`src/rtl/tlb_op_ctrl_pkg.sv`:
```
// rtl/tlb_op_ctrl_pkg.sv - shared encodings for the TLB maintenance controller
package tlb_op_ctrl_pkg;

   localparam logic [2:0] OP_SRCH = 3'd0;
   localparam logic [2:0] OP_RD   = 3'd1;
   localparam logic [2:0] OP_WR   = 3'd2;
   localparam logic [2:0] OP_FILL = 3'd3;
   localparam logic [2:0] OP_INV  = 3'd4;

   localparam logic [4:0] INV_ALL0    = 5'd0;
   localparam logic [4:0] INV_ALL1    = 5'd1;
   localparam logic [4:0] INV_G1      = 5'd2;
   localparam logic [4:0] INV_G0      = 5'd3;
   localparam logic [4:0] INV_ASID    = 5'd4;
   localparam logic [4:0] INV_ASID_VA = 5'd5;
   localparam logic [4:0] INV_GA_VA   = 5'd6;

   localparam logic [1:0] ST_IDLE = 2'd0;
   localparam logic [1:0] ST_SCAN = 2'd1;
   localparam logic [1:0] ST_DONE = 2'd2;

   localparam logic [5:0] PS_4K = 6'd12;
   localparam logic [5:0] PS_2M = 6'd21;

   // A 2M page compares only the upper 10 bits of the VPPN.
   function automatic logic va_hit(input logic [18:0] e_vppn, input logic [5:0] e_ps,
                                   input logic [18:0] vppn);
      return ((e_ps == PS_4K) && (e_vppn == vppn)) ||
             ((e_ps == PS_2M) && (e_vppn[18:9] == vppn[18:9]));
   endfunction

endpackage

```
`src/rtl/tlb_op_ctrl_inv_match.sv`:
```
// rtl/tlb_op_ctrl_inv_match.sv - combinational INVTLB entry match (module tlb_inv_match)
module tlb_inv_match
   import tlb_op_ctrl_pkg::*;
(
   input  logic [4:0]  i_inv_op,
   input  logic [9:0]  i_asid,
   input  logic [18:0] i_vppn,
   input  logic        i_g,
   input  logic [9:0]  i_e_asid,
   input  logic [18:0] i_e_vppn,
   input  logic [5:0]  i_e_ps,
   output logic        o_match
);

   logic w_asid_eq;
   logic w_va_hit;

   assign w_asid_eq = (i_asid == i_e_asid);
   assign w_va_hit  = va_hit(i_e_vppn, i_e_ps, i_vppn);

   always_comb begin
      o_match = 1'b0;
      case (i_inv_op)
         INV_ALL0, INV_ALL1: o_match = 1'b1;
         INV_G1:             o_match = i_g;
         INV_G0:             o_match = !i_g;
         INV_ASID:           o_match = !i_g && w_asid_eq;
         INV_ASID_VA:        o_match = !i_g && w_asid_eq && w_va_hit;
         INV_GA_VA:          o_match = (i_g || w_asid_eq) && w_va_hit;
         default:            o_match = 1'b0;
      endcase
   end

endmodule

```
`src/rtl/tlb_op_ctrl.sv`:
```
// rtl/tlb_op_ctrl.sv - WB-stage TLB op sequencer (WR/FILL/INVTLB scan)
// Build option TLB_FILL_RANDOM_EN selects an LFSR fill index instead of a counter.
module tlb_op_ctrl
   import tlb_op_ctrl_pkg::*;
#(
   parameter int TLBNUM = 16,
   parameter int IDXW   = 4
) (
   input  logic            clk,
   input  logic            resetn,
   input  logic            req_valid,
   input  logic [2:0]      req_op,
   input  logic [4:0]      req_inv_op,
   input  logic [9:0]      req_asid,
   input  logic [31:0]     req_va,
   input  logic [31:0]     req_pc,
   output logic            req_ready,
   input  logic            flush,
   input  logic [IDXW-1:0] csr_tlbidx,
   output logic [IDXW-1:0] r_index,
   input  logic            r_e,
   input  logic            r_g,
   input  logic [9:0]      r_asid,
   input  logic [18:0]     r_vppn,
   input  logic [5:0]      r_ps,
   output logic            we,
   output logic [IDXW-1:0] w_index,
   output logic            w_clear,
   output logic            busy,
   output logic            done,
   output logic            refetch,
   output logic [31:0]     refetch_pc
);

   logic [1:0]      r_state;
   logic [IDXW-1:0] r_cnt;
   logic [IDXW-1:0] r_fill;
   logic [2:0]      r_op;
   logic [4:0]      r_inv_op;
   logic [9:0]      r_asid_q;
   logic [18:0]     r_vppn_q;
   logic [31:0]     r_pc;

   logic w_accept;
   logic w_scan;
   logic w_done;
   logic w_to_scan;
   logic w_last;
   logic w_match;
   logic w_unused;

   // Gating with resetn keeps every output low while reset is held.
   assign w_accept  = resetn && (r_state == ST_IDLE) && req_valid && !flush;
   assign w_scan    = (r_state == ST_SCAN);
   assign w_done    = (r_state == ST_DONE);
   assign w_to_scan = (req_op == OP_INV) && (req_inv_op <= INV_GA_VA);
   assign w_last    = (r_cnt == IDXW'(TLBNUM - 1));
   assign w_unused  = ^{req_va[12:0], r_op};

   tlb_inv_match u_match (
      .i_inv_op (r_inv_op),
      .i_asid   (r_asid_q),
      .i_vppn   (r_vppn_q),
      .i_g      (r_g),
      .i_e_asid (r_asid),
      .i_e_vppn (r_vppn),
      .i_e_ps   (r_ps),
      .o_match  (w_match)
   );

   always_comb begin
      req_ready  = w_accept;
      busy       = w_accept || w_scan;
      done       = w_done;
      refetch    = w_done;
      refetch_pc = w_done ? (r_pc + 32'd4) : 32'd0;
      r_index    = w_scan ? r_cnt : '0;
      we         = 1'b0;
      w_index    = '0;
      w_clear    = 1'b0;
      if (w_accept && (req_op == OP_WR)) begin
         we      = 1'b1;
         w_index = csr_tlbidx;
      end else if (w_accept && (req_op == OP_FILL)) begin
         we      = 1'b1;
         w_index = r_fill;
      end else if (w_scan && r_e && w_match) begin
         we      = 1'b1;
         w_index = r_cnt;
         w_clear = 1'b1;
      end
   end

   always_ff @(posedge clk or negedge resetn) begin
      if (!resetn) begin
         r_state  <= ST_IDLE;
         r_cnt    <= '0;
         r_op     <= '0;
         r_inv_op <= '0;
         r_asid_q <= '0;
         r_vppn_q <= '0;
         r_pc     <= '0;
      end else begin
         case (r_state)
            ST_IDLE: begin
               if (w_accept) begin
                  r_op     <= req_op;
                  r_inv_op <= req_inv_op;
                  r_asid_q <= req_asid;
                  r_vppn_q <= req_va[31:13];
                  r_pc     <= req_pc;
                  r_cnt    <= '0;
                  r_state  <= w_to_scan ? ST_SCAN : ST_DONE;
               end
            end
            ST_SCAN: begin
               r_cnt <= r_cnt + IDXW'(1);
               if (w_last) begin
                  r_state <= ST_DONE;
               end
            end
            ST_DONE: r_state <= ST_IDLE;
            default: r_state <= ST_IDLE;
         endcase
      end
   end

   // Fill index free-runs every cycle, stalls included.
   always_ff @(posedge clk or negedge resetn) begin
`ifdef TLB_FILL_RANDOM_EN
      if (!resetn) begin
         r_fill <= IDXW'(1);
      end else begin
         r_fill <= {r_fill[0] ^ r_fill[1], r_fill[IDXW-1:1]};
      end
`else
      if (!resetn) begin
         r_fill <= '0;
      end else begin
         r_fill <= r_fill + IDXW'(1);
      end
`endif
   end

endmodule

```
`config.mk`:
```
export PLATFORM = sky130hd
export DESIGN_NAME = tlb_op_ctrl
export DESIGN_NICKNAME = d
export VERILOG_FILES = /design/src/rtl/tlb_op_ctrl_pkg.sv /design/src/rtl/tlb_op_ctrl_inv_match.sv /design/src/rtl/tlb_op_ctrl.sv
export SDC_FILE = /design/constraint.sdc
export NUM_CORES = 1
export LEC_CHECK = 0
export ABC_CLOCK_PERIOD_IN_PS = 4250
export CORE_UTILIZATION = 55
export CTS_CLUSTER_DIAMETER = 50
export DETAILED_ROUTE_END_ITERATION = 8
export DONT_BUFFER_PORTS = 1
export PLACE_DENSITY_LB_ADDON = 0.08
export SYNTH_ARGS = -nofsm -noshare
export SYNTH_HDL_FRONTEND = slang
export SYNTH_HIERARCHICAL = 1
export SYNTH_SLANG_ARGS = --single-unit
export TNS_END_PERCENT = 100
```
`constraint.sdc`:
```
create_clock -name clk -period 4.25 [get_ports clk]
set_input_delay 0.85 -clock clk [delete_from_list [all_inputs] [get_ports clk]]
set_output_delay 0.85 -clock clk [all_outputs]
set_load 0.01 [all_outputs]
```
==> results.json <==
{
  "post-route-min-period_ns": 3.72,
  "grt_pass1_vias": 3041,
  "fmax_ghz": 0.269,
  "cp-startpoint": "r_pc[5]",
  "status": "complete, no violations",
  "setup_violations": 0,
  "vias_per_cell": 6.08,
  "fillers": 638,
  "syn_to_final_growth_pct": 6.07,
  "path_max_fanout": 11,
  "yosysSeqAreaShare_pct": 44.8,
  "relSlewSlack_pct": 54.3,
  "tns_ns": 0,
  "yosys.area.top_type_share_pct": 44.8,
  "synth_top_area_cell": "dfrtp_1",
  "die_h_um": 89.8,
  "reg2regPathDepth": 3,
  "reg2reg_from": "r_state[0]",
  "r2r_setup_slack_ns": 2.34,
  "num_rows": 31,
  "clock_sinks": 76,
  "nets": 526,
  "cts_resized": 0,
  "synth_fp_nets": 532,
  "cap_violations": 0,
  "dieArea_um2": 8070,
  "clock_latency_ns": 0.33,
  "utilization_pct": 61.1,
  "grt_pass1_wl_um": 14900,
  "drc": 0,
  "post_drt_wl_per_cell_um": 18.0,
  "syn_area_um2": 4240,
  "clk_pin_slew_ns": 0.08,
  "cts_buffers": 9,
  "antenna_cells": 0,
  "antenna_found_initial": 0,
  "grt_max_degree": 78,
  "ys_seq_elements": 76,
  "worst_ep_required_time_ns": 3.40,
  "cts_tree": "done",
  "ant_nets": 0,
  "p_leak_nw": 1.73,
  "fin_crit_sh_pct": 87.4,
  "holdWs_ns": 0.202,
  "syn_inst": 402,
  "path_class": "reg -> out",
  "ir_worst_vdd_uv": 234,
  "grt_setup_unrepaired": "false",
  "hpwlAfterDp_um": 6430,
  "tightest_slew_ns": 0.686,
  "r2r-end": "r_asid_q[1]",
  "dp_worst_setup_slack_ns": 0.810,
  "io_pins": 173,
  "worstPathArrival_ns": 2.87,
  "grt_usage_pct": 23.1,
  "critPathCaptureType": "output port",
  "hold_viol_final": 0,
  "power_mw": 1.94,
  "worst_slack_ns": 0.533,
  "slew_viol_final": 0,
  "ctsHoldBuffers": 0,
  "cts_setup_buffers": 0,
  "drt-pass1-iter-count": 4,
  "synth_area_leaders": "dfrtp_1 45%, mux2_2 17%, xor2_1 5.6%",
  "start_util_pct": 57.6,
  "drt-initial-drc-count": 159,
  "gr-total-overflow": 0,
  "synth.distinct_cells": 36,
  "portBuffers": 0,
  "avgSynthCellArea_um2": 10.6,
  "p_per_area_nw_per_um2": 430,
  "wirelength_um": 8980,
  "skew_ns": 0.00903,
  "cts.root.buffer_cell": "clkbuf_8",
  "cts_max_level": 3,
  "gp_congestion": 0.770,
  "setup.worst_path.start_class": "flop",
  "core_um2": 7370,
  "cts_buffer_depth": 2,
  "drive_gt1_share_pct": 20.5,
  "hold_class": "in -> async",
  "die_x_um": 89.8,
  "vias": 3035,
  "ys_warn_count": 6
}
how the worst max path moves through the flow:
stage / to / slack, ns
global placement: w_index[0] / 0.87
floorplan: w_index[0] / 1.11
global route: refetch_pc[19] / 0.36
finish: refetch_pc[21] / 0.53
CTS: refetch_pc[21] / 0.54
detailed placement: w_index[0] / 0.81
synthesized netlist by cell type:
cell type,number
a2111o_1,1
nand2_1,28
o21ai_1,1
mux2_2,64
clkbuf_1,16
buf_4,1
a21oi_1,18
or4_1,13
nand3b_1,1
nand2b_1,5
ha_1,3
and3_1,2
nor3_1,4
nor4_1,11
xnor2_1,15
xor2_1,27
nor2b_1,1
o31ai_1,12
or3b_1,1
nand3_1,17
a31oi_1,1
and2_1,7
nor2_1,15
nor4b_1,2
buf_1,1
buf_2,3
inv_1,6
dfrtp_1,76
nand4_1,9
o21ai_0,16
a32oi_1,1
and4_1,5
o22ai_1,1
mux2i_1,8
or3_1,9
nor4_2,1
through the flow:
step	area, um2	instances
6_report	4500	499
5_1_grt	4500	499
2_1_floorplan	4240	402
3_3_place_gp	4320	484
4_1_cts	4500	499
3_5_place_dp	4320	484
per-layer routing:
layer	track usage [%]	vias to the layer above	wire, um	share of wire (%)
met1	28.7	1474	3630	40
li1	-	1445	-	-
met4	7.79	0	104	1.2
met2	38.6	106	4550	51
met5	0	-	0	0
met3	6.51	10	703	7.8
logic make-up (layout without fill, tap and decap cells):
family	count (synthesis)	count (layout)	share of synthesized area, %
simple gates	131	131	17.2
flops	76	76	44.8
mux	72	72	18.9
compound gates	51	51	7.02
xor+xnor	42	42	8.67
buf+inv	27	25	2.56
fa+ha+maj	3	3	0.885
power breakdown:
group          internal, mW  switching (mW)
sequential            0.872           0.149
combinational         0.211           0.167
clock                 0.285           0.251
worst max-delay path: stages (launching register included):
cell and delay [ns]:
dfrtp_1 0.45, nand4_1 0.35, or4_1 0.84, or4_1 0.55, a21oi_1 0.34
layout make-up:
class                           instances  area, um2  area share (%)
Timing Repair Buffer                    4       30.0           0.667
Clock inverter                          2       35.0           0.778
Sequential cell                        76       1900            42.2
Multi-Input combinational cell        299       2240            49.7
Tap cell                               99        124            2.75
Inverter                                6       22.5           0.500
Clock buffer                           13        149            3.31
sequential cells by signal (all words and copies together), names as in the netlist:
| register | cells |
|---|---|
| r_vppn_q | 19 |
| r_inv_op | 5 |
| r_state | 2 |
| r_pc | 32 |
| r_fill | 4 |
| r_cnt | 4 |
| r_asid_q | 10 |
layout by cell type, fill, tap and decap left out, types with 2 or more instances in the layout:
cell type	instances
nor3_1	4
and4_1	5
o31ai_1	12
o21ai_0	16
or3_1	9
clkbuf_8	10
and3_1	2
nor4b_1	2
clkbuf_1	3
mux2i_1	8
or4_1	13
nand4_1	9
nor2_1	15
buf_4	4
nor4_2	2
ha_1	3
nand3_1	17
dfrtp_1	76
a21oi_1	18
nand2_1	28
xnor2_1	15
nor4_1	10
inv_1	6
nand2b_1	5
mux2_2	64
xor2_1	27
and2_1	7
No activity file was read; power rests on OpenSTA's default activity.
